**config.mk**
```make
export PLATFORM = sky130hd
export DESIGN_NAME = hazard_ctrl
export DESIGN_NICKNAME = d
export VERILOG_FILES = /design/src/rtl/hazard_ctrl_pkg.sv /design/src/rtl/hazard_ctrl_md_busy_timer.sv /design/src/rtl/hazard_ctrl.sv
export SDC_FILE = /design/constraint.sdc
export NUM_CORES = 1
export LEC_CHECK = 0
export CAP_MARGIN = 20
export CORE_MARGIN = 2
export CORE_UTILIZATION = 51
export DETAILED_ROUTE_END_ITERATION = 10
export PLACE_DENSITY_LB_ADDON = 0.1
export REMOVE_ABC_BUFFERS = 1
export SKIP_LAST_GASP = 1
export SLEW_MARGIN = 40
export SYNTH_ARGS = -nofsm -noshare
export SYNTH_HDL_FRONTEND = slang
export SYNTH_SLANG_ARGS = --single-unit
```
**constraint.sdc**
```tcl
create_clock -name clk -period 5.12 [get_ports clk]
set_input_delay 0.768 -clock clk [delete_from_list [all_inputs] [get_ports clk]]
set_output_delay 0.768 -clock clk [all_outputs]
set_load 0.01 [all_outputs]
```
**src/rtl/hazard_ctrl_pkg.sv**
```systemverilog
// Shared codes and helpers for the D-stage hazard scheduler.
package hazard_ctrl_pkg;

  localparam logic [1:0] FWD_RF = 2'd0;
  localparam logic [1:0] FWD_E  = 2'd1;
  localparam logic [1:0] FWD_M  = 2'd2;
  localparam logic [1:0] FWD_W  = 2'd3;

  localparam logic [1:0] MD_NONE = 2'd0;
  localparam logic [1:0] MD_MULT = 2'd1;
  localparam logic [1:0] MD_DIV  = 2'd2;
  localparam logic [1:0] MD_USE  = 2'd3;

  function automatic logic [2:0] sat_dec(input logic [2:0] x);
    return (x == 3'd0) ? 3'd0 : x - 3'd1;
  endfunction

  // Youngest matching producer decides; a not-yet-ready young match hides older copies.
  function automatic logic [1:0] fwd_pick(input logic [4:0] a,
                                          input logic [4:0] e_a3, input logic [2:0] e_tnew,
                                          input logic [4:0] m_a3, input logic [2:0] m_tnew,
                                          input logic [4:0] w_a3);
    if (a == 5'd0)  return FWD_RF;
    if (a == e_a3)  return (e_tnew == 3'd0) ? FWD_E : FWD_RF;
    if (a == m_a3)  return (m_tnew == 3'd0) ? FWD_M : FWD_RF;
    if (a == w_a3)  return FWD_W;
    return FWD_RF;
  endfunction

  function automatic logic reg_hazard(input logic [4:0] a, input logic [2:0] tuse,
                                      input logic [4:0] e_a3, input logic [2:0] e_tnew,
                                      input logic [4:0] m_a3, input logic [2:0] m_tnew);
    return (a != 5'd0) && (((a == e_a3) && (e_tnew > tuse)) ||
                           ((a == m_a3) && (m_tnew > tuse)));
  endfunction

endpackage

```
**src/rtl/hazard_ctrl_md_busy_timer.sv**
```systemverilog
// Countdown timer for the mult/div unit; busy while the count is nonzero.
module md_busy_timer #(
  parameter int W = 4
) (
  input  logic         clk,
  input  logic         reset,
  input  logic         load,
  input  logic [W-1:0] load_val,
  output logic         busy
);

  logic [W-1:0] cnt_q, cnt_d;

  always_comb begin
    cnt_d = cnt_q;
    if (load)                cnt_d = load_val;
    else if (cnt_q != '0)    cnt_d = cnt_q - 1'b1;
  end

  always_ff @(posedge clk or posedge reset) begin
    if (reset) cnt_q <= '0;
    else       cnt_q <= cnt_d;
  end

  assign busy = (cnt_q != '0);

endmodule

```
**src/rtl/hazard_ctrl.sv**
```systemverilog
// D-stage stall/forward scheduler: tracks E/M/W producers and the mult/div busy window.
module hazard_ctrl
  import hazard_ctrl_pkg::*;
#(
  parameter int MULT_CYCLES = 5,
  parameter int DIV_CYCLES  = 10
) (
  input  logic       clk,
  input  logic       reset,
  input  logic [4:0] d_a1,
  input  logic [4:0] d_a2,
  input  logic [4:0] d_a3,
  input  logic [2:0] d_tnew,
  input  logic [2:0] d_tuse1,
  input  logic [2:0] d_tuse2,
  input  logic [1:0] d_md_op,
  input  logic       flush,
  output logic       stall,
  output logic [1:0] fwd_sel1,
  output logic [1:0] fwd_sel2,
  output logic       md_busy,
  output logic [4:0] e_a3,
  output logic [4:0] m_a3,
  output logic [4:0] w_a3,
  output logic [2:0] e_tnew,
  output logic [2:0] m_tnew
);

  localparam int MAXC  = (MULT_CYCLES > DIV_CYCLES) ? MULT_CYCLES : DIV_CYCLES;
  localparam int CNT_W = $clog2(MAXC + 1);

  logic [4:0] e_a3_q, e_a3_d, m_a3_q, m_a3_d, w_a3_q, w_a3_d;
  logic [2:0] e_tnew_q, e_tnew_d, m_tnew_q, m_tnew_d;
  logic       e_md_start_q, e_md_start_d;
  logic       md_is_start, md_load, reg_stall, md_stall;
  logic [CNT_W-1:0] md_len;

  assign reg_stall = reg_hazard(d_a1, d_tuse1, e_a3_q, e_tnew_q, m_a3_q, m_tnew_q) |
                     reg_hazard(d_a2, d_tuse2, e_a3_q, e_tnew_q, m_a3_q, m_tnew_q);
  // e_md_start covers the edge where the op entered E, in case the timer is not yet visible.
  assign md_stall  = (d_md_op != MD_NONE) && (md_busy || e_md_start_q);
  assign stall     = reg_stall | md_stall;

  assign fwd_sel1 = fwd_pick(d_a1, e_a3_q, e_tnew_q, m_a3_q, m_tnew_q, w_a3_q);
  assign fwd_sel2 = fwd_pick(d_a2, e_a3_q, e_tnew_q, m_a3_q, m_tnew_q, w_a3_q);

  assign md_is_start = (d_md_op == MD_MULT) || (d_md_op == MD_DIV);
  assign md_load     = md_is_start && !stall && !flush;
  assign md_len      = (d_md_op == MD_DIV) ? CNT_W'(DIV_CYCLES) : CNT_W'(MULT_CYCLES);

  always_comb begin
    e_a3_d       = stall ? 5'd0 : d_a3;
    e_tnew_d     = stall ? 3'd0 : sat_dec(d_tnew);
    m_a3_d       = e_a3_q;
    m_tnew_d     = sat_dec(e_tnew_q);
    w_a3_d       = m_a3_q;
    e_md_start_d = md_load;
    if (flush) begin
      e_a3_d   = 5'd0;
      e_tnew_d = 3'd0;
      m_a3_d   = 5'd0;
      m_tnew_d = 3'd0;
      w_a3_d   = 5'd0;
    end
  end

  always_ff @(posedge clk or posedge reset) begin
    if (reset) begin
      e_a3_q       <= 5'd0;
      e_tnew_q     <= 3'd0;
      m_a3_q       <= 5'd0;
      m_tnew_q     <= 3'd0;
      w_a3_q       <= 5'd0;
      e_md_start_q <= 1'b0;
    end else begin
      e_a3_q       <= e_a3_d;
      e_tnew_q     <= e_tnew_d;
      m_a3_q       <= m_a3_d;
      m_tnew_q     <= m_tnew_d;
      w_a3_q       <= w_a3_d;
      e_md_start_q <= e_md_start_d;
    end
  end

  md_busy_timer #(.W(CNT_W)) u_md_timer (
    .clk      (clk),
    .reset    (reset),
    .load     (md_load),
    .load_val (md_len),
    .busy     (md_busy)
  );

  assign e_a3   = e_a3_q;
  assign m_a3   = m_a3_q;
  assign w_a3   = w_a3_q;
  assign e_tnew = e_tnew_q;
  assign m_tnew = m_tnew_q;

endmodule
```
# [Yosys cells after proc, flatten, opt, wreduce, memory -nomap -nowiden]
# Cells that the tools add are included.
[op_classes] add_sub_neg=3 mul=0 n_div=0 n_lt_le_gt_ge=4 eq_ne=8 shift=0 muxes=50 n_bitwise=2 reduce_logical=25
[ops] op="$mux 2" n=17
[ops] op="$eq 5x5->1" n=6
[ops] op="$mux 1" n=21
[ops] op="$mux 5" n=4
[ops] op="$mux 3" n=5
[ops] op="$gt 3x3->1" n=4
[ops] op="$mux 4" n=3
[ops] op="$logic_not 5->1" n=2
[ops] op="$reduce_bool 5->1" n=2
[ops] op="$logic_and 1x1->1" n=9
[ops] op="$logic_not 3->1" n=3
[ops] op="$sub 3x1->3 const B" n=2
[ops] op="$logic_or 1x1->1" n=4
[ops] op="$reduce_bool 2->1" n=2
[ops] op="$reduce_bool 4->1" n=1
[ops] op="$sub 4x1->4 const B" n=1
[ops] op="$eq 2x1->1 const B" n=1
[ops] op="$eq 2x2->1 const B" n=1
[ops] op="$logic_not 1->1" n=2
[ops] op="$or 1x1->1" n=2
[totals] reg_bits=26 latch_bits=0 mem_bits_rw=0 mem_bits_ro=0 input_bits=29 output_inout_bits=27 n_memories=0

# [Longest topological paths before layout]
[logic_depth] ltp_word=12 depth_mapped=8

# [Hierarchy]
# From an unflattened synthesis, not the netlist that was laid out.
[unflattened] cells_unflattened=199 area_unflattened_um2=1916.8
[modules_own_cells] mod="hazard_ctrl" instances=1 cells_each=175 area_each_um2=1666.6 seq_area_each_um2=550.5
[modules_own_cells] mod="md_busy_timer" instances=1 cells_each=24 area_each_um2=250.2 seq_area_each_um2=100.1

# [Worst setup path after synthesis]
# Ideal clock, no wire load.
[synth_path] path_type="input to output" startpoint="input port d_a1[0]" endpoint="output port stall" t_arrival_ns=1.913 required_time_ns=4.352 path_slack_ns=2.439 stages=5 n_path_buf=0 cell_sequence="or4_1 > nor2_2 > a211oi_2 > a22oi_4 > nand3_1"
[synth_between] elab_chain_cells=6 word_cells_on_any_way=9
[synth_lines] item="from (decl)" line="hazard_ctrl.sv:10" text="input logic [4:0] d_a1,"
[synth_lines] item="$eq 5x5->1, on equally long branches" line="hazard_ctrl_pkg.sv:33, hazard_ctrl_pkg.sv:34"
[synth_lines] item="$logic_and 1x1->1, on equally long branches" line="hazard_ctrl_pkg.sv:33, hazard_ctrl_pkg.sv:34"
[synth_lines] item="$logic_or 1x1->1" line="hazard_ctrl_pkg.sv:33" text="return (a != 5'd0) && (((a == e_a3) && (e_tnew > tuse)) ||"
[synth_lines] item="$logic_and 1x1->1 *" line="hazard_ctrl_pkg.sv:33"
[synth_lines] item="$or 1x1->1 *" line="hazard_ctrl.sv:38" text="assign reg_stall = reg_hazard(d_a1, d_tuse1, e_a3_q, e_tnew_q, m_a3_q, m_tnew_q) |"
[synth_lines] item="$or 1x1->1 *" line="hazard_ctrl.sv:42" text="assign stall = reg_stall | md_stall;"
[synth_lines] item="to (decl)" line="hazard_ctrl.sv:18" text="output logic stall,"
# Every way passes the cells marked *; elsewhere a longest branch is shown, timed or not.

# [Worst setup path after layout]
[layout_path] startpoint="input port d_a2[0]" endpoint="output port stall"
[layout_between] elab_chain_cells=6 word_cells_on_any_way=9
[layout_lines] item="from (decl)" line="hazard_ctrl.sv:11" text="input logic [4:0] d_a2,"
[layout_lines] item="$eq 5x5->1, on equally long branches" line="hazard_ctrl_pkg.sv:33, hazard_ctrl_pkg.sv:34"
[layout_lines] item="$logic_and 1x1->1, on equally long branches" line="hazard_ctrl_pkg.sv:33, hazard_ctrl_pkg.sv:34"
[layout_lines] item="$logic_or 1x1->1" line="hazard_ctrl_pkg.sv:33"
[layout_lines] item="$logic_and 1x1->1 *" line="hazard_ctrl_pkg.sv:33"
[layout_lines] item="$or 1x1->1 *" line="hazard_ctrl.sv:38"
[layout_lines] item="$or 1x1->1 *" line="hazard_ctrl.sv:42"
# Marks and branches as above.

==> impl_metrics.tcl <==
set metrics [dict create \
    status "complete, no violations" \
    overflow 0 \
    grt_pass1_wl_um 6417 \
    post_cts_buffers 0 \
    critical_path.max_stage_delay_ns 0.61 \
    critPathMaxFanout 4 \
    start_util 0.5425 \
    die_height_um 64.28 \
    num_vias 1475 \
    period_needed_ns 3.826 \
    synth_common_cells "dfrtp_1, inv_1, ha_1" \
    path_class "input port to output port" \
    synth_top_area_share 0.3511 \
    io_pins 56 \
    syn2layout_area_growth_pct 35.45 \
    cap_violations 0 \
    yosys_warnings 0 \
    use_met2 0.3242 \
    hold_buffers 0 \
    htreeDepth 1 \
    worst_pin_slew_ns 0.5546 \
    skew_ns 0.003896 \
    tritoncts "yes" \
    die_w_um 64.28 \
    fillers 285 \
    cts_resized 0 \
    fin_nets 299 \
    synth_cell_types 33 \
    grt_busiest_layer "met2" \
    design_area_sq_mm 0.002510 \
    core_sq_mm 0.003416 \
    min_period_over_period 0.7473 \
    wire_per_inst_um 12.71 \
    antenna_found_initial 0 \
    fin_tns_setup_ns 0 \
    portBuffers 55 \
    design_power_total_mw 0.6234 \
    critPathCaptureType "output port" \
    timing.fmax_ghz 0.2614 \
    fin_hold_ws_ns 0.5447 \
    clock-sinks 26 \
    gp_congestion 0.8211 \
    clock_path_buffers 2 \
    synth_cells 191 \
    cp_data_arrival_time_ns 3.06 \
    start_kind "input port" \
    crit_required_ns 4.35 \
    insertion_delay_ns 0.31 \
    drcViolationCount 0 \
    slowest_stage "clkdlybuf4s50_1" \
    wl_um 3748 \
    layout_setup_ws_ns 1.294 \
    globalRouteMet3Util 0.01408 \
    clock-root-buffer "clkbuf_4" \
    max-slew-margin-rel 0.6274 \
    synthFlopType "dfrtp_1" \
    syn_area_sq_mm 0.001853 \
    path_clk_slew_ns 0.13 \
    async_flop_share 1.000 \
    path_cells "clkdlybuf4s50_1 -> xnor2_1 -> nand3_1 -> nor3_1 -> a32oi_4 -> nand3_1 -> clkdlybuf4s50_1" \
    rows 21 \
    ys_top_cells_by_area "dfrtp_1, ha_1, xnor2_1" \
    syn_avg_cell_area_sq_um 9.702 \
    dpl_cell_area_sq_mm 0.002457 \
    dpl.hpwl_um 3192 \
    setup_viol 0 \
    viasPerCell 5.000 \
    hold_path_class "flop to flop" \
    n_antenna_cell 0 \
    synth_edf_count 0 \
    drive_gt1_frac 0.05622 \
    ir_drop_mv 0.2047 \
    drtIter0Drc 43 \
    rsz0062_at_grt "false" \
    grt_max_degree 27 \
    yosys.area.top_type "dfrtp_1" \
    grt_use_total 0.1972 \
    drv_slew 0 \
    ant_nets 0 \
    dr.pass1.iters 4 \
    yosysMostFrequentCell "dfrtp_1" \
    dieArea_sq_mm 0.004131 \
    grt_pass1_vias 1422 \
    yosysSeqAreaShare 0.3511 \
    cts_made_buffers 3 \
    use_met1 0.2777 \
    p_leak_nw 1.171 \
    power.density_mw_per_mm2 248.4 \
    dp_slack_ns 1.296 \
    hold_viol_final 0 \
    synth_seq_cells 26 \
]
-- worst max-delay path: cells and delay by family --
kind / cells / cell delay, ns
compound gates: 1 / 0.25
buf+inv: 2 / 1.16
simple gates: 3 / 0.73
xor+xnor: 1 / 0.15
-- cells by family (layout without fill, tap and decap cells) --
kind of cell / Yosys count / count (layout) / share of synthesized area
compound gates: 17 / 17 / 0.07698
xor+xnor: 32 / 32 / 0.1512
fa+ha+maj: 20 / 20 / 0.1350
buf+inv: 26 / 84 / 0.05267
flops: 26 / 26 / 0.3511
mux: 6 / 6 / 0.03376
simple gates: 64 / 64 / 0.1992
-- state kept, by name, indices dropped and copies added, names as in the netlist --
signal and cells:
e_md_start_q 1, e_tnew 3, w_a3 5, m_a3 5
e_a3 5, u_md_timer.cnt_q 4, m_tnew 3
-- metal layers --
| layer | vias to the layer above | part of all wire |
|---|---|---|
| li1 | 750 | - |
| met1 | 692 | 0.48 |
| met2 | 31 | 0.48 |
| met3 | 2 | 0.027 |
| met4 | 0 | 0.0053 |
| met5 | - | 0 |
-- through the flow --
step	instances	utilization
after global routing	295	0.7348
after detailed placement	291	0.7194
final	295	0.7348
after CTS	295	0.7348
after global placement	291	0.7194
after floorplan	190	-
-- layout make-up --
class                   count  area [sq um]  share of cell area
clock inverters             1         30.03             0.01196
multi-input cells         139          1105              0.4402
well taps                  46         57.56             0.02293
repair buffers             55         550.5              0.2193
inverters                  25         93.84             0.03739
flip-flops and latches     26         650.6              0.2592
clock buffers               3         22.52            0.008973
-- power breakdown --
group / internal (mW) / switching [mW] / total, mW / leakage [nW]
registers: 0.232 / 0.0277 / 0.260 / 0.351
logic: 0.122 / 0.105 / 0.226 / 0.792
clock network: 0.0791 / 0.0576 / 0.137 / 0.0279
-- final timing paths --
kind,start,endpoint,slack [ns],cells past startpoint
min in group asynchronous,reset,e_a3[1],0.78,2
hold / removal,e_tnew[0],m_tnew[0],0.54,1
max in group asynchronous,reset,m_tnew[2],3.99,2
hold reg to reg,e_tnew[0],m_tnew[0],0.54,1
setup / recovery,d_a2[0],stall,1.29,7
setup reg to reg,e_tnew[1],u_md_timer.cnt_q[3],2.94,7
-- cell usage in the layout, fill, tap and decap left out --
master,n
bufinv_16,1
nor2_4,1
a211oi_1,2
a31oi_1,1
ha_1,20
o21bai_1,1
mux2_1,2
xnor2_1,19
nor2_1,12
nand3_1,7
inv_1,23
a22oi_4,1
and3_1,3
nor3_1,10
a211oi_2,1
or3_1,1
a21oi_1,5
nand4b_2,1
inv_2,2
nand2b_1,1
mux2i_1,4
or4_1,1
a21o_1,1
nand2_1,6
a32oi_4,1
clkdlybuf4s50_1,55
dfrtp_1,26
xor2_1,13
clkbuf_4,3
nor4_1,2
nand4_4,1
o21ai_0,4
or4_4,1
nor2_2,1
nor2b_1,16
Note: power is estimated with default switching activity, not from simulation.
